[src/rtl/if_stage_if.sv]
// Fetch-stage bus bundle: hazard controls, ID redirects, imem req/ack and the IF/ID register.
interface if_stage_if;
   localparam int unsigned W = 32;

   logic         pc__load;
   logic         IFID__Ld;
   logic         branch__taken;
   logic [W-1:0] branch__target;
   logic         jump;
   logic [W-1:0] jump__target;
   logic         imem__req;
   logic [W-1:0] imem__addr;
   logic         imem__ack;
   logic [W-1:0] imem__rdata;
   logic [W-1:0] IFID__inst;
   logic [W-1:0] IFID__pc4;
   logic         IFID__valid;
   logic         fetch__busy;

   modport master (
      input  pc__load, IFID__Ld, branch__taken, branch__target, jump, jump__target,
      input  imem__ack, imem__rdata,
      output imem__req, imem__addr, IFID__inst, IFID__pc4, IFID__valid, fetch__busy
   );

   modport slave (
      output pc__load, IFID__Ld, branch__taken, branch__target, jump, jump__target,
      output imem__ack, imem__rdata,
      input  imem__req, imem__addr, IFID__inst, IFID__pc4, IFID__valid, fetch__busy
   );
endinterface

[src/rtl/if_stage.sv]
// MIPS instruction-fetch stage: owns the PC, fetches over imem req/ack and drives IF/ID.
// Redirects from ID flush IF/ID to a bubble; hazard stalls park an acked word in S_HOLD.
module if_stage #(
   parameter logic [31:0] RESET_PC = 32'h0000_0000,
   parameter logic [31:0] NOP      = 32'h0000_0000
) (
   input logic        clk,
   input logic        rst,
   if_stage_if.master bus
);
   localparam int unsigned W = 32;

   typedef enum logic [1:0] {
      S_IDLE  = 2'd0,
      S_FETCH = 2'd1,
      S_HOLD  = 2'd2
   } state_t;

   state_t       state;
   logic [W-1:0] pc;
   logic [W-1:0] kill_pc;
   logic [W-1:0] hold_inst;
   logic [W-1:0] ifid_inst;
   logic [W-1:0] ifid_pc4;
   logic         ifid_valid;
   logic         kill;
   logic         req;

   logic         advance;
   logic         redirect;
   logic [W-1:0] target;
   logic [W-1:0] pc_plus4;

   assign advance  = bus.pc__load & bus.IFID__Ld;
   assign redirect = advance & (bus.branch__taken | bus.jump);
   assign target   = bus.branch__taken ? bus.branch__target : bus.jump__target;
   assign pc_plus4 = pc + W'(4);

   // Fetch FSM, PC, kill tracking and IF/ID register in one sequential process.
   always_ff @(posedge clk or negedge rst) begin
      if (!rst) begin
         state      <= S_IDLE;
         pc         <= RESET_PC;
         kill       <= 1'b0;
         kill_pc    <= '0;
         hold_inst  <= '0;
         req        <= 1'b0;
         ifid_inst  <= NOP;
         ifid_pc4   <= '0;
         ifid_valid <= 1'b0;
      end else begin
         case (state)
            S_IDLE: begin
               state <= S_FETCH;
               req   <= 1'b1;
            end

            S_FETCH: begin
               if (bus.imem__ack) begin
                  if (kill || redirect) begin
                     // Word belongs to the abandoned path; a fresh redirect beats the stored one.
                     pc   <= redirect ? target : kill_pc;
                     kill <= 1'b0;
                     if (bus.IFID__Ld) begin
                        ifid_inst  <= NOP;
                        ifid_pc4   <= '0;
                        ifid_valid <= 1'b0;
                     end
                  end else if (advance) begin
                     ifid_inst  <= bus.imem__rdata;
                     ifid_pc4   <= pc_plus4;
                     ifid_valid <= 1'b1;
                     pc         <= pc_plus4;
                  end else begin
                     hold_inst <= bus.imem__rdata;
                     state     <= S_HOLD;
                     req       <= 1'b0;
                  end
               end else if (redirect) begin
                  // Address must stay stable until ack, so remember where to go afterwards.
                  kill       <= 1'b1;
                  kill_pc    <= target;
                  ifid_inst  <= NOP;
                  ifid_pc4   <= '0;
                  ifid_valid <= 1'b0;
               end else if (advance) begin
                  ifid_inst  <= NOP;
                  ifid_pc4   <= '0;
                  ifid_valid <= 1'b0;
               end
            end

            S_HOLD: begin
               if (advance) begin
                  state <= S_FETCH;
                  req   <= 1'b1;
                  if (redirect) begin
                     pc         <= target;
                     ifid_inst  <= NOP;
                     ifid_pc4   <= '0;
                     ifid_valid <= 1'b0;
                  end else begin
                     pc         <= pc_plus4;
                     ifid_inst  <= hold_inst;
                     ifid_pc4   <= pc_plus4;
                     ifid_valid <= 1'b1;
                  end
               end
            end

            default: begin
               state <= S_IDLE;
               req   <= 1'b0;
            end
         endcase
      end
   end

   assign bus.imem__req   = req;
   assign bus.imem__addr  = pc;
   assign bus.IFID__inst  = ifid_inst;
   assign bus.IFID__pc4   = ifid_pc4;
   assign bus.IFID__valid = ifid_valid;
   assign bus.fetch__busy = (state == S_FETCH) & ~bus.imem__ack;
endmodule
[src/flat_wrapper.sv]
// flat-port wrapper written by rule: the top's interface ports become plain ports
module if_stage_flat 
#(
   parameter logic [31:0] RESET_PC = 32'h0000_0000,
   parameter logic [31:0] NOP      = 32'h0000_0000
)
  (clk, rst, bus_pc__load, bus_IFID__Ld, bus_branch__taken, bus_branch__target, bus_jump, bus_jump__target, bus_imem__ack, bus_imem__rdata, bus_imem__req, bus_imem__addr, bus_IFID__inst, bus_IFID__pc4, bus_IFID__valid, bus_fetch__busy);
  if_stage_if bus_i ();
  input logic clk;
  input logic rst;
  input wire logic [$bits(bus_i.pc__load)-1:0] bus_pc__load;
  input wire logic [$bits(bus_i.IFID__Ld)-1:0] bus_IFID__Ld;
  input wire logic [$bits(bus_i.branch__taken)-1:0] bus_branch__taken;
  input wire logic [$bits(bus_i.branch__target)-1:0] bus_branch__target;
  input wire logic [$bits(bus_i.jump)-1:0] bus_jump;
  input wire logic [$bits(bus_i.jump__target)-1:0] bus_jump__target;
  input wire logic [$bits(bus_i.imem__ack)-1:0] bus_imem__ack;
  input wire logic [$bits(bus_i.imem__rdata)-1:0] bus_imem__rdata;
  output wire logic [$bits(bus_i.imem__req)-1:0] bus_imem__req;
  output wire logic [$bits(bus_i.imem__addr)-1:0] bus_imem__addr;
  output wire logic [$bits(bus_i.IFID__inst)-1:0] bus_IFID__inst;
  output wire logic [$bits(bus_i.IFID__pc4)-1:0] bus_IFID__pc4;
  output wire logic [$bits(bus_i.IFID__valid)-1:0] bus_IFID__valid;
  output wire logic [$bits(bus_i.fetch__busy)-1:0] bus_fetch__busy;
  assign bus_i.pc__load = bus_pc__load;
  assign bus_i.IFID__Ld = bus_IFID__Ld;
  assign bus_i.branch__taken = bus_branch__taken;
  assign bus_i.branch__target = bus_branch__target;
  assign bus_i.jump = bus_jump;
  assign bus_i.jump__target = bus_jump__target;
  assign bus_i.imem__ack = bus_imem__ack;
  assign bus_i.imem__rdata = bus_imem__rdata;
  assign bus_imem__req = bus_i.imem__req;
  assign bus_imem__addr = bus_i.imem__addr;
  assign bus_IFID__inst = bus_i.IFID__inst;
  assign bus_IFID__pc4 = bus_i.IFID__pc4;
  assign bus_IFID__valid = bus_i.IFID__valid;
  assign bus_fetch__busy = bus_i.fetch__busy;
  if_stage #(.RESET_PC(RESET_PC), .NOP(NOP)) u_core (.clk(clk), .rst(rst), .bus(bus_i));
endmodule
[config.mk]
export PLATFORM = sky130hd
export DESIGN_NAME = if_stage_flat
export DESIGN_NICKNAME = d
export VERILOG_FILES = /design/src/rtl/if_stage_if.sv /design/src/rtl/if_stage.sv /design/src/flat_wrapper.sv
export SDC_FILE = /design/constraint.sdc
export NUM_CORES = 1
export LEC_CHECK = 0
export CAP_MARGIN = 10
export CORE_ASPECT_RATIO = 1.2
export CORE_UTILIZATION = 31
export CTS_CLUSTER_SIZE = 12
export DETAILED_ROUTE_END_ITERATION = 10
export PLACE_DENSITY_LB_ADDON = 0.08
export SLEW_MARGIN = 20
export SYNTH_ARGS = -nofsm -noshare
export SYNTH_HDL_FRONTEND = slang
export SYNTH_SLANG_ARGS = --single-unit
[constraint.sdc]
create_clock -name clk -period 2.1 [get_ports clk]
set_clock_uncertainty 0.05 [all_clocks]
set_input_delay 0.63 -clock clk [delete_from_list [all_inputs] [get_ports clk]]
set_output_delay 0.63 -clock clk [all_outputs]
set_load 0.05 [all_outputs]
## Word-level counts from Yosys, hierarchy flattened

Cells that the tools add are included.

- Magnitude comparators: 0
- $mul: 0
- Equality and inequality tests: 11
- Div/mod/pow operators: 0
- $add $sub $neg: 1
- Bitwise logic cells: 7
- Reduce and logical (&&, ||, !) cells: 10
- Shift-type cells: 0
- Muxes and demuxes: 43

Operator list:

| kind | number |
|---|---|
| $mux W32 | 19 |
| $pmux W32 S2 | 3 |
| $add A32 B3 Y32 const B | 1 |
| $mux W1 | 14 |
| $reduce_and A4 Y1 | 3 |
| $mux W2 | 4 |
| $ne A4 B2 Y1 const B | 2 |
| $ne A2 B2 Y1 const B | 3 |
| $pmux W2 S3 | 1 |
| $reduce_and A5 Y1 | 1 |
| $ne A2 B1 Y1 const B | 2 |
| $ne A4 B4 Y1 const B | 1 |
| $reduce_bool A2 Y1 | 2 |
| $and A1 B1 Y1 | 3 |
| $ne A3 B1 Y1 const B | 1 |
| $not A1 Y1 | 3 |
| $pmux W1 S3 | 1 |
| $reduce_and A3 Y1 | 1 |
| $eq A2 B1 Y1 const B | 1 |
| $eq A2 B2 Y1 const B | 1 |
| $logic_not A2 Y1 | 1 |
| $pmux W1 S2 | 1 |
| $reduce_and A2 Y1 | 1 |
| $logic_or A1 B1 Y1 | 1 |
| $or A1 B1 Y1 | 1 |

- Latch bits: 0
- RAM bits: 0
- Memories kept: 0
- Word-level logic and storage cells: 81
- Input bits: 103
- Bits in read-only memories: 0
- Output and inout port bits: 99
- Bits in registers: 165

## Depth between registers and ports, before layout

- Depth in word-level cells: 6
- Depth in mapped cells: 9
- Gate-level depth less buffers: 6

## Worst setup path before layout

No wires, ideal clock.

- Kind: reg-to-reg
- Start point: register u_core.state[0]
- End point: register u_core.ifid_inst[29], in the netlist u_core.bus.IFID__inst[29]
- Period minus slack after synthesis: 2.905 ns
- Buffers on the path: 2
- Slack: -0.805 ns
- Data required time: 1.914 ns
- Stages on the path, launching flop included: 8
- Setup time: 0.136 ns
- Arrival: 2.719 ns
- Path through: dfrtp_1 ha_1 nor2b_1 o21a_1 nand2b_1 buf_2 clkbuf_1 o21ai_0

- Word-level cells in the longest chain between the ends: 3
- Elaborated cells between the ends (all ways): 9
- Classes of those cells: 6 x eq/ne; 1 x mux; 2 x reduce/logical

RTL lines:

| what | RTL line | source |
|---|---|---|
| start, declared | if_stage.sv:19 | `state_t state;` |
| start signal, assigned | if_stage.sv:42 | `state <= S_IDLE;` |
| start signal, assigned | if_stage.sv:54 | `state <= S_FETCH;` |
| start signal, assigned | if_stage.sv:76 | `state <= S_HOLD;` |
| $eq A2 B1 Y1 or $eq A2 B2 Y1 (tied branches) | if_stage.sv:52 | `case (state)` |
| $ne A4 B2 Y1 (no line) (tied with other cells) | -- |  |
| $reduce_and A5 Y1 (no line) | -- |  |
| end signal, assigned | if_stage.sv:70 | `ifid_inst <= bus.imem__rdata;` |
| end signal, assigned | if_stage.sv:104 | `ifid_inst <= hold_inst;` |
| end, declared | if_stage.sv:23 | `logic [W-1:0] ifid_inst;` |

Parallel ways exist; a longest one is shown, timed or not.
A chain may end at the register's enable or synchronous reset.

## Worst setup path after layout

- Start point: register u_core.state[1]
- End point: output port bus_fetch__busy

- Word-level cells in the longest chain between the ends: 2

RTL lines:

| what | RTL line | source |
|---|---|---|
| $eq A2 B1 Y1 | if_stage.sv:124 | `assign bus.fetch__busy = (state == S_FETCH) & ~bus.imem__ack;` |
| $and A1 B1 Y1 | if_stage.sv:124 |  |
| end, declared | flat_wrapper.sv:24 | `output wire logic [$bits(bus_i.fetch__busy)-1:0] bus_fetch__busy;` |

No other way between the ends.

==> flow_metrics.env <==
export IMPL_synth_area_top_cells="dfrtp_1 47%, mux2_2 6.2%, o21ai_0 5.5%"
export IMPL_syn_area_um2=8660
export IMPL_tightestPinTransition_ps=657
export IMPL_synth_fa_ha_area_share_pct=0.723
export IMPL_firstDrtPassIters=5
export IMPL_finalSetupViolCount=1
export IMPL_numCtsBuffers=17
export IMPL_postRouteWirelength_um=28300
export IMPL_cell_internal_pwr_uw=10900
export IMPL_multi_input_area_um2=4330
export IMPL_wl_per_cell_um=19.1
export IMPL_final_common_cell="buf_4"
export IMPL_yosys_warnings=0
export IMPL_cts_tree="built"
export IMPL_area_growth_pct=46.6
export IMPL_yosys_area_share_xor_xnor_pct=1.32
export IMPL_peakVddDrop_mv=0.649
export IMPL_io_buffers=201
export IMPL_syn_num_nets=971
export IMPL_vias_per_cell=5.32
export IMPL_hold_buffers=0
export IMPL_synth_edff_count=0
export IMPL_synth_top_family_by_area="compound AO/OA/AOI/OAI gates"
export IMPL_synth_main_ff_cell="dfrtp_1"
export IMPL_yosys_area_top_type="dfrtp_1"
export IMPL_htreeDepth=4
export IMPL_die_width_um=155
export IMPL_grt_max_degree=61
export IMPL_ys_types=62
export IMPL_path_max_fanout=2
export IMPL_rsz0062_at_grt="yes"
export IMPL_place_detailed_hpwl_um=20300
export IMPL_combPwrFrac_pct=56.3
export IMPL_timing_worst_setup_path_type="reg -> out"
export IMPL_violations="negative setup slack"
export IMPL_io_pins=202
export IMPL_syn_area_per_cell_um2=10.0
export IMPL_layout_common_cells="188 x buf_4, 144 x dfrtp_1, 97 x clkdlybuf4s50_1"
export IMPL_grt_overflow=0
export IMPL_core_um2=27300
export IMPL_drtIter0Drc=393
export IMPL_cts_max_path_buffers=2
export IMPL_worstSetupStartpointType="flop"
export IMPL_place_congestion=0.833
export IMPL_timing_critical_path_arrival_ps=1450
export IMPL_synth_top_area_share_pct=47.4
export IMPL_synth_compound_area_share_pct=20.9
export IMPL_setup_worst_path_end_class="primary output"
export IMPL_drc=0
export IMPL_synth_mux_area_share_pct=10.2
export IMPL_clkTransAtPathRegs_ps=70
export IMPL_pre_cts_slack_ps=-390
export IMPL_maxCapViolCount=0
export IMPL_rrSetupSlack_ps=80
export IMPL_yosysSeqAreaShare_pct=47.4
export IMPL_drv_slew=0
export IMPL_worst_slack_ps=-32.7
export IMPL_status="finished, violations left"
export IMPL_p_sw_uw=9080
export IMPL_r2r_end="u_core.bus.imem__addr[29]$_DFFE_PN0P_"
export IMPL_grt_usage_pct=20.1
export IMPL_die_area_um2=28600
export IMPL_num_vias=7867
export IMPL_synthCells=863
export IMPL_insertedDiodeCount=0
export IMPL_required_ps=1420
export IMPL_hold_class="in -> async"
export IMPL_relSlewSlack_pct=55.8
export IMPL_p_seq_share_pct=27.5
export IMPL_fin_nets=1234
export IMPL_synthSimpleGateAreaFrac_pct=15.0
export IMPL_total_power_uw=20000
export IMPL_seq_area_um2=4130
export IMPL_clock_sinks=164
export IMPL_p_leak_uw=0.00548
export IMPL_dieHeight_um=185
export IMPL_layout_drive_gt1_share_pct=31.2
export IMPL_p_clk_share_pct=16.2
export IMPL_fillers=2638
export IMPL_antenna_left=0
export IMPL_r2r_cells=8
export IMPL_synth_async_sr_flop_share_pct=100
export IMPL_p_per_area_nw_per_um2=1580
export IMPL_grt_pass1_vias=7548
export IMPL_start_util_pct=31.8
export IMPL_final_hold_viol_count=0
export IMPL_finalCriticalPeriod_ps=2130
export IMPL_row_count=66
export IMPL_grt_pass1_wl_um=43900
export IMPL_fmax_ghz=0.469
export IMPL_cts_root_buf="clkbuf_16"
export IMPL_switching_share_pct=45.4
export IMPL_ys_seq_elements=164
export IMPL_r2r_start="u_core.state[0]$_DFFE_PN0P_"
export IMPL_worstSkewPairLatency_ps=440
export IMPL_fin_crit_sh_pct=102
export IMPL_antenna_found_initial=0
registers in the layout, indices dropped and copies added, names as in the netlist:
name	count
u_core.bus.IFID__inst	32
u_core.bus.IFID__pc4	32
u_core.bus.imem__addr	32
u_core.hold_inst	32
u_core.kill_pc	32
u_core.state	2
u_core.bus.IFID__valid	1
u_core.kill	1
metal layers:
| layer | vias up | wire length, µm | GRT usage (%) | share of wire [%] |
|---|---|---|---|---|
| met3 | 29 | 992 | 3.16 | 3.5 |
| li1 | 3788 | - | - | - |
| met4 | 0 | 525 | 6.50 | 1.9 |
| met1 | 3834 | 13300 | 27.6 | 47 |
| met5 | - | 0 | 0 | 0 |
| met2 | 216 | 13500 | 32.2 | 48 |
stage by stage:
stage	hold WS [ps]	std cells	util [%]	area (µm²)	setup TNS, ps
after floorplan	284	863	-	8820	-866
after global placement	416	1434	43.6	11900	-51120
after detailed placement	429	1434	43.6	11900	-52790
after CTS	26.2	1470	46.0	12500	-62.0
after global routing	31.1	1479	46.6	12700	-86.8
final	28.9	1479	46.6	12700	-32.7
synthesized netlist by cell type (all sizes together) (9+ instances only):
cell type / instances
a21oi: 40
a22o: 24
a22oi: 32
and3: 16
and4: 9
buf: 30
clkbuf: 55
dfrtp: 164
mux2: 48
mux2i: 34
nand2: 28
nand3: 21
nand4: 29
nor2: 54
nor3: 23
nor4: 9
o2111ai: 11
o211ai: 15
o21ai: 102
critical path, stage by stage (launching register included):
cell	delay (ps)
dfrtp_1	390
inv_2	80
ha_4	140
buf_6	90
nor2b_4	170
buf_12	150
power groups by stage:
stage | Clock [µW] | Sequential, µW | Combinational, µW
after floorplan | 0 | 7580 | 4610
after global placement | 0 | 5540 | 10900
after detailed placement | 0 | 5580 | 11000
after CTS | 3330 | 5500 | 11100
after global routing | 3450 | 5690 | 12100
final | 3240 | 5500 | 11300
timing repair:
action | 4_1_cts | 5_1_grt
buffers inserted | 5 | 8
gates cloned | 0 | 1
pin swaps | 1 | 7
setup endpoints to repair | 3 | 100
resized for setup | 6 | 18
area by class of cell:
| class | count | area share (%) |
|---|---|---|
| clock inverter | 13 | 1.17 |
| timing repair buffer | 329 | 25.0 |
| sequential | 164 | 32.5 |
| tap | 340 | 3.35 |
| inverter | 8 | 0.256 |
| clock buffer | 19 | 3.57 |
| multi-input combinational | 606 | 34.1 |
cell families (layout without fill, tap and decap cells):
family / Yosys count / after routing
compound gates: 276 / 276
xor+xnor: 13 / 13
fa+ha+maj: 5 / 5
buf+inv: 93 / 369
flops: 164 / 164
mux: 82 / 82
simple gates: 230 / 230
how the worst max path moves through the flow:
stage,slack (ps),end,depth (start not counted),start
CTS,-60,bus_fetch__busy,5,u_core.state[1]$_DFFE_PN0P_
floorplan,-80,u_core.bus.IFID__pc4[30]$_DFFE_PN0P_,6,u_core.bus.imem__addr[2]$_DFFE_PN0P_
finish,-30,bus_fetch__busy,5,u_core.state[1]$_DFFE_PN0P_
global route,-90,bus_fetch__busy,5,u_core.state[1]$_DFFE_PN0P_
detailed placement,-390,u_core.bus.imem__addr[30]$_DFFE_PN0P_,7,bus_pc__load
global placement,-370,u_core.bus.imem__addr[7]$_DFFE_PN0P_,7,bus_imem__ack
Power figures use the tool's default switching activity.
